[config.mk]
export PLATFORM = sky130hd
export DESIGN_NAME = xs3_digit_accumulator
export DESIGN_NICKNAME = d
export VERILOG_FILES = /design/src/rtl/xs3_digit_accumulator.sv
export SDC_FILE = /design/constraint.sdc
export NUM_CORES = 1
export LEC_CHECK = 0
export BUFFER_PORTS_ARGS = -buffer_cell sky130_fd_sc_hd__buf_2
export CAP_MARGIN = 30
export CELL_PAD_IN_SITES_DETAIL_PLACEMENT = 1
export CELL_PAD_IN_SITES_GLOBAL_PLACEMENT = 2
export CORE_ASPECT_RATIO = 0.7
export CORE_MARGIN = 3
export CORE_UTILIZATION = 30
export CTS_CLUSTER_SIZE = 40
export DETAILED_ROUTE_END_ITERATION = 10
export PLACE_DENSITY = 0.82
export SYNTH_ARGS = -nofsm -noshare
export SYNTH_HDL_FRONTEND = slang
export SYNTH_SLANG_ARGS = --single-unit
[constraint.sdc]
create_clock -name clk -period 2.9 [get_ports clk]
set_input_delay 0.58 -clock clk [delete_from_list [all_inputs] [get_ports clk]]
set_output_delay 0.58 -clock clk [all_outputs]
set_load 0.02 [all_outputs]
[src/rtl/xs3_digit_accumulator.sv]
// Folds a most-significant-first stream of decimal digits into one binary word
// (acc = acc*10 + digit) and hands the result off on a valid/ready port.
module xs3_digit_accumulator #(
   parameter int NDIG  = 4,
   parameter int OUT_W = 14,
   parameter int CNT_W = 3
) (
   input  logic             clk,
   input  logic             rst_n,
   input  logic             in_valid,
   output logic             in_ready,
   input  logic [3:0]       in_digit,
   input  logic             in_code_ok,
   input  logic             in_last,
   output logic             out_valid,
   input  logic             out_ready,
   output logic [OUT_W-1:0] out_value,
   output logic             out_err,
   output logic [CNT_W-1:0] out_ndig
);

   localparam logic [0:0] ST_ACC = 1'b0;
   localparam logic [0:0] ST_OUT = 1'b1;
   localparam logic [CNT_W-1:0] CNT_MAX = CNT_W'(NDIG);

   logic [0:0]       state;
   logic [OUT_W-1:0] acc;
   logic [CNT_W-1:0] cnt;
   logic             err;

   logic             accept;
   logic             bad;
   logic             err_nxt;
   logic [OUT_W+3:0] prod;
   logic [OUT_W-1:0] acc_nxt;
   logic [CNT_W-1:0] cnt_nxt;

   assign in_ready = (state == ST_ACC);
   assign accept   = in_valid & in_ready;

   // A beat past the NDIG limit is bad even if its code and digit are fine.
   assign bad      = ~in_code_ok | (in_digit > 4'd9) | (cnt == CNT_MAX);
   assign err_nxt  = err | bad;
   assign prod     = {4'b0000, acc} * (OUT_W+4)'(10) + (OUT_W+4)'(in_digit);
   assign acc_nxt  = err_nxt ? acc : prod[OUT_W-1:0];
   assign cnt_nxt  = (cnt == CNT_MAX) ? cnt : cnt + CNT_W'(1);

   always_ff @(posedge clk or negedge rst_n) begin
      if (!rst_n) begin
         state     <= ST_ACC;
         acc       <= '0;
         cnt       <= '0;
         err       <= 1'b0;
         out_valid <= 1'b0;
         out_value <= '0;
         out_err   <= 1'b0;
         out_ndig  <= '0;
      end else begin
         case (state)
            ST_ACC: begin
               if (accept) begin
                  acc <= acc_nxt;
                  cnt <= cnt_nxt;
                  err <= err_nxt;
                  if (in_last) begin
                     state     <= ST_OUT;
                     out_valid <= 1'b1;
                     out_value <= err_nxt ? '0 : acc_nxt;
                     out_err   <= err_nxt;
                     out_ndig  <= cnt_nxt;
                  end
               end
            end
            default: begin
               // Frame state is cleared on handoff; out_* keep the last result.
               if (out_ready) begin
                  state     <= ST_ACC;
                  out_valid <= 1'b0;
                  acc       <= '0;
                  cnt       <= '0;
                  err       <= 1'b0;
               end
            end
         endcase
      end
   end

endmodule

==> Word level (Yosys, flattened, before mapping) <==
Cells that the tools add are included.
{ "totals": {"inputBits": 10, "output_inout_bits": 20, "regBits": 38, "word_cells": 44} }
{ "classes": {"mux": 19, "add_sub_neg": 2, "eq_ne": 2, "bitwise": 6, "magnitude_cmp": 1, "n_reduce_logical": 5, "mul": 1} }
{ "ops": {"columns": ["cell", "n"], "rows": [
  ["$mux W14", 5],
  ["$add A14 B4 Y14", 1],
  ["$mul A14 B3 Y13 const B", 1],
  ["$mux W3", 4],
  ["$mux W1", 10],
  ["$reduce_and A3 Y1", 2],
  ["$gt A4 B4 Y1 const B", 1],
  ["$reduce_bool A2 Y1", 2],
  ["$add A3 B1 Y3 const B", 1],
  ["$eq A3 B3 Y1 const B", 1],
  ["$or A1 B1 Y1", 3],
  ["$ne A2 B2 Y1 const B", 1],
  ["$not A1 Y1", 2],
  ["$reduce_and A2 Y1", 1],
  ["$and A1 B1 Y1", 1]
]} }

==> Logic depth before layout (Yosys ltp) <==
{ "logic_depth": {"ltp_word": 7, "ltp_mapped": 10} }

==> Least setup slack after synthesis <==
OpenSTA, ideal clock, no wires.
{ "synth_path": {"path_type": "reg-to-reg", "start": "register acc[1]", "end": "register out_value[11]", "setup_slack_ns": 0.151, "arrival_time_ns": 2.628, "path_stages_with_launch": 11, "path_buffers": 0, "setup_time_ns": 0.121, "period_less_slack_ns": 2.749, "cell_sequence": "dfrtp_1 -> ha_1 -> ha_1 -> fa_1 -> a21o_1 -> a221oi_1 -> xnor2_1 -> nand3_1 -> nor2_1 -> xnor2_1 -> a32o_2"} }
{ "synth_via": {"elab_chain_len": 4} }
{ "synth_rtl": {"columns": ["element", "line", "text"], "rows": [
  ["from (decl)", "27", "logic [OUT_W-1:0] acc;"],
  ["from (signal assigned)", "62", "acc <= acc_nxt;"],
  ["$mul A14 B3 Y13", "44", "assign prod = {4'b0000, acc} * (OUT_W+4)'(10) + (OUT_W+4)'(in_digit);"],
  ["$add A14 B4 Y14", "44", null],
  ["$mux W14", "45", "assign acc_nxt = err_nxt ? acc : prod[OUT_W-1:0];"],
  ["$mux W14", "68", "out_value <= err_nxt ? '0 : acc_nxt;"],
  ["to (signal assigned)", "68", null],
  ["to (decl)", "17", "output logic [OUT_W-1:0] out_value,"]
]} }
No other way between the ends.
A chain may end at the register's enable or synchronous reset.

==> Final worst setup path <==
{ "layout_path": {"start": "register acc[1]", "end": "register out_value[13]"} }
Same word-level chain as after synthesis.

==> results list <==
* Global-route total usage across every layer: 14.4%
- Global-route wire length before repair: ~10000 microns
- Syn_nets: around 270
- Hold Slack: between 300 and 400 ps
- For this design the static power due to leakage is roughly 1.4 nW.
- The largest total area in the synthesized netlist belongs to sky130_fd_sc_hd__dfrtp_1.
- Top cell type's share of synthesized area: 40.6%
- Synth area leaders: sky130_fd_sc_hd__dfrtp_1 (41%), sky130_fd_sc_hd__ha_1 (13%), sky130_fd_sc_hd__o21ai_0 (5.3%)
- Num CTS Buffers: 5
- Global routing consumed, on the met3 layer, between 3 and 4% of the routing resources.
- Final routed wire length divided by cell count: between 15 and 20 microns
- Final critical-path share of the clock period: 95.4%
* Die height: slightly below 80 microns
* CTS max path bufs: 2
- Commonest cells after routing, fill and taps aside: sky130_fd_sc_hd__dfrtp_1 (37), sky130_fd_sc_hd__nand2_1 (30), sky130_fd_sc_hd__buf_2 (29), sky130_fd_sc_hd__ha_1 (24), sky130_fd_sc_hd__o21ai_0 (23)
- The floorplan step set the die width to 110 microns.
- Routed vias: approximately 1800
- Clock tree synthesis selected as its root buffer the cell sky130_fd_sc_hd__clkbuf_8.
- CORE AREA: 7070 sq um
* Count of final max-slew check failures: 0
* Effective utilization at floorplan: between 30 and 40%
- Part of the Yosys area used for sequential elements: 40.6%
- Count of boundary I/O pins: 30
- Setup repair after global routing missed its margin: yes
- Post-synthesis instance area: between 2000 and 2500 sq um
* Class of the tightest hold or removal check: input port to asynchronous set/reset pin
- Summing all placed instances gives a cell area of 2540 sq um.
- Leaving out fill and tap cells, the most frequent cell in the layout is sky130_fd_sc_hd__dfrtp_1.
* Gpl congestion: between 0.7 and 0.8
- After detailed routing, the number of vias per cell comes to between 5 and 6.
- For this run, asynchronously set or reset flops after synthesis account for 100%.
- TritonCTS built the clock tree.
* Final worst clock skew: between 10 and 15 ps
- Setup violations remaining at the end of the flow were counted as 0.
* Type of destination of the critical path: flip-flop
* DRT antenna net count: 0
- Die outline area: about 8700 sq um
- Insertion delay of the later-clocked pin in the worst-skew pair: between 200 and 300 ps
* Number of synthesized register bits: 37
- Required time at the worst-slack endpoint: 3070 ps
* Final core area utilization: a little under two fifths
- Yosys printed 0 warnings.
* Worst setup slack before clock tree synthesis: -39.4 ps
* Count of endpoints failing hold in the final timing report: 0
- The pre-antenna-repair detailed-routing pass consisted of 4 iterations.
- HPWL reported at the end of detailed placement: roughly 4500 microns
- Most used routing layer: met1
- Result of the run: complete, no violations
* Peak supply drop: 0.000267 V
- Setup slack closes at roughly 130 ps.
- Net total in the final layout: between 300 and 400
- The clock net in this run drives a total of 37 sinks.
- Total of hold buffers inserted after clock tree synthesis: 0
- Count of different cell masters after synthesis: 42
- Commonest register cell after synthesis: sky130_fd_sc_hd__dfrtp_1
- Global routing used around 22% of the available met1 tracks.
- Maximum fanout along the worst path: 3
- Maxcap violations: 0
* Maximum level of the CTS H-tree: 2
* GR Overflow Total: 0
- The worst pin sits at a relative slew slack of between 40% and 50%.
* Mapped Cells: 233
* Count of flip-flops with a built-in enable after synthesis: 0
- Power density of the placed cells: about 660 nW/um^2
- The number of global-route vias before repair is 1882.
- The repair_antennas step left the layout with diodes totalling 0.
- GR Layer Usage met2: between 20% and 30%
- Input and output buffers added on the ports amount to 29.
- Cells with a size suffix above 1 make up roughly 23% of the layout.
- Worst Path Class, Setup: flip-flop to flip-flop
- Entering global routing, the biggest net connects 38 pins.
* Worst Max-Slew Pin Slew: roughly 850 ps
- The number of antenna violations at the first check in global routing was 0.
* Max Fclk: ~0.36 GHz
- Startpoint kind of the worst setup timing path: flip-flop
- 1st-iter DRT viols: just over 80
- Fin crit period: about 2800 ps
- After clock tree synthesis, the clock-pin slew on the worst setup and hold paths is ~90 ps.
- DRC errors left: 0
* Synth-to-layout area growth: 16.5%
- Post-synthesis area per instance: about 9.8 sq um
- The finished cells cover approximately 2700 sq um.
* Core Rows: 25
* Total length of routed wires: a little under 6000 microns
* Data arrival time of the critical path: between 2000 and 3000 ps
## state kept, by name, indices dropped and copies added (netlist names)
register   cells
state          1
err            1
out_err        1
acc           13
out_ndig       3
out_valid      1
cnt            3
out_value     14
## Yosys cell counts, drive strengths merged (6+ instances only)
master and instances:
xor2 8, nand3 20, nor2 6, dfrtp 37, ha 24, o21ai 28
nand2 31, a21o 8, inv 7, a21oi 9, xnor2 12
## routing by layer
| layer | up-vias | wire length, microns | share of wire (%) |
|---|---|---|---|
| li1 | 897 | - | - |
| met1 | 907 | 3190 | 55 |
| met2 | 29 | 2380 | 41 |
| met3 | 3 | 207 | 3.6 |
| met4 | 0 | 21 | 0.36 |
| met5 | - | 0 | 0 |
## critical path, stage by stage, from the launching register on
cell and delay [ps]:
sky130_fd_sc_hd__dfrtp_1 400, sky130_fd_sc_hd__ha_1 300, sky130_fd_sc_hd__ha_1 230, sky130_fd_sc_hd__fa_2 350
sky130_fd_sc_hd__a21o_1 210, sky130_fd_sc_hd__a221oi_2 250, sky130_fd_sc_hd__buf_4 170, sky130_fd_sc_hd__xnor2_2 120
sky130_fd_sc_hd__nand3_2 100, sky130_fd_sc_hd__nor4_2 270, sky130_fd_sc_hd__xnor2_1 160, sky130_fd_sc_hd__o21ai_1 70
## cell families after synthesis
logic type               count (synthesis)  synth area share (%)
AND/OR/NAND/NOR                         75                  16.8
XOR/XNOR                                20                  7.68
multiplexers                             1                 0.439
adder cells (fa/ha/maj)                 26                  14.9
flip-flops                              37                  40.6
buffers and inverters                   15                  3.46
AO/OA/AOI/OAI                           59                  16.1
## final timing paths
path,slack [ps],to,cells after the start,start
worst max-delay path,130,out_value[13]$_DFFE_PN0P_,11,acc[1]$_DFFE_PN0P_
max in group asynchronous,1960,out_value[9]$_DFFE_PN0P_,1,rst_n
worst max register to register,130,out_value[13]$_DFFE_PN0P_,11,acc[1]$_DFFE_PN0P_
worst min register to register,480,out_ndig[2]$_DFFE_PN0P_,2,out_ndig[2]$_DFFE_PN0P_
worst min-delay path,380,acc[2]$_DFFE_PN0P_,1,rst_n
min in group clk,480,out_ndig[2]$_DFFE_PN0P_,2,out_ndig[2]$_DFFE_PN0P_
## power by group
part	leakage [nW]	internal [W]	switching (W)
registers	0.495	0.000610	0.0000786
logic	0.827	0.000277	0.000420
clock network	0.0439	0.000166	0.000195
total	1.37	0.00105	0.000694
## layout make-up
class | instances | area (sq um)
clock buffer | 5 | 68.8
inverter | 7 | 26.3
multi-input combinational | 181 | 1300
fill | 865 | 4410
timing repair buffer | 36 | 198
sequential | 37 | 926
tap | 94 | 118
clock inverter | 3 | 17.5
## per-stage QoR
stage          total power [W]  setup TNS, ps  instances
4_1_cts                0.00177              0        363
6_report               0.00175              0        363
3_3_place_gp           0.00136              0        355
3_5_place_dp           0.00139          -78.8        355
5_1_grt                0.00190          -25.0        363
2_1_floorplan          0.00117              0        233
## what timing repair did
action	CTS	global route
setup buffers	0	0
pin swaps	3	4
gates cloned	0	0
setup endpoints to repair	5	4
gates resized for setup	3	3
No activity file was read; power rests on OpenSTA's default activity.
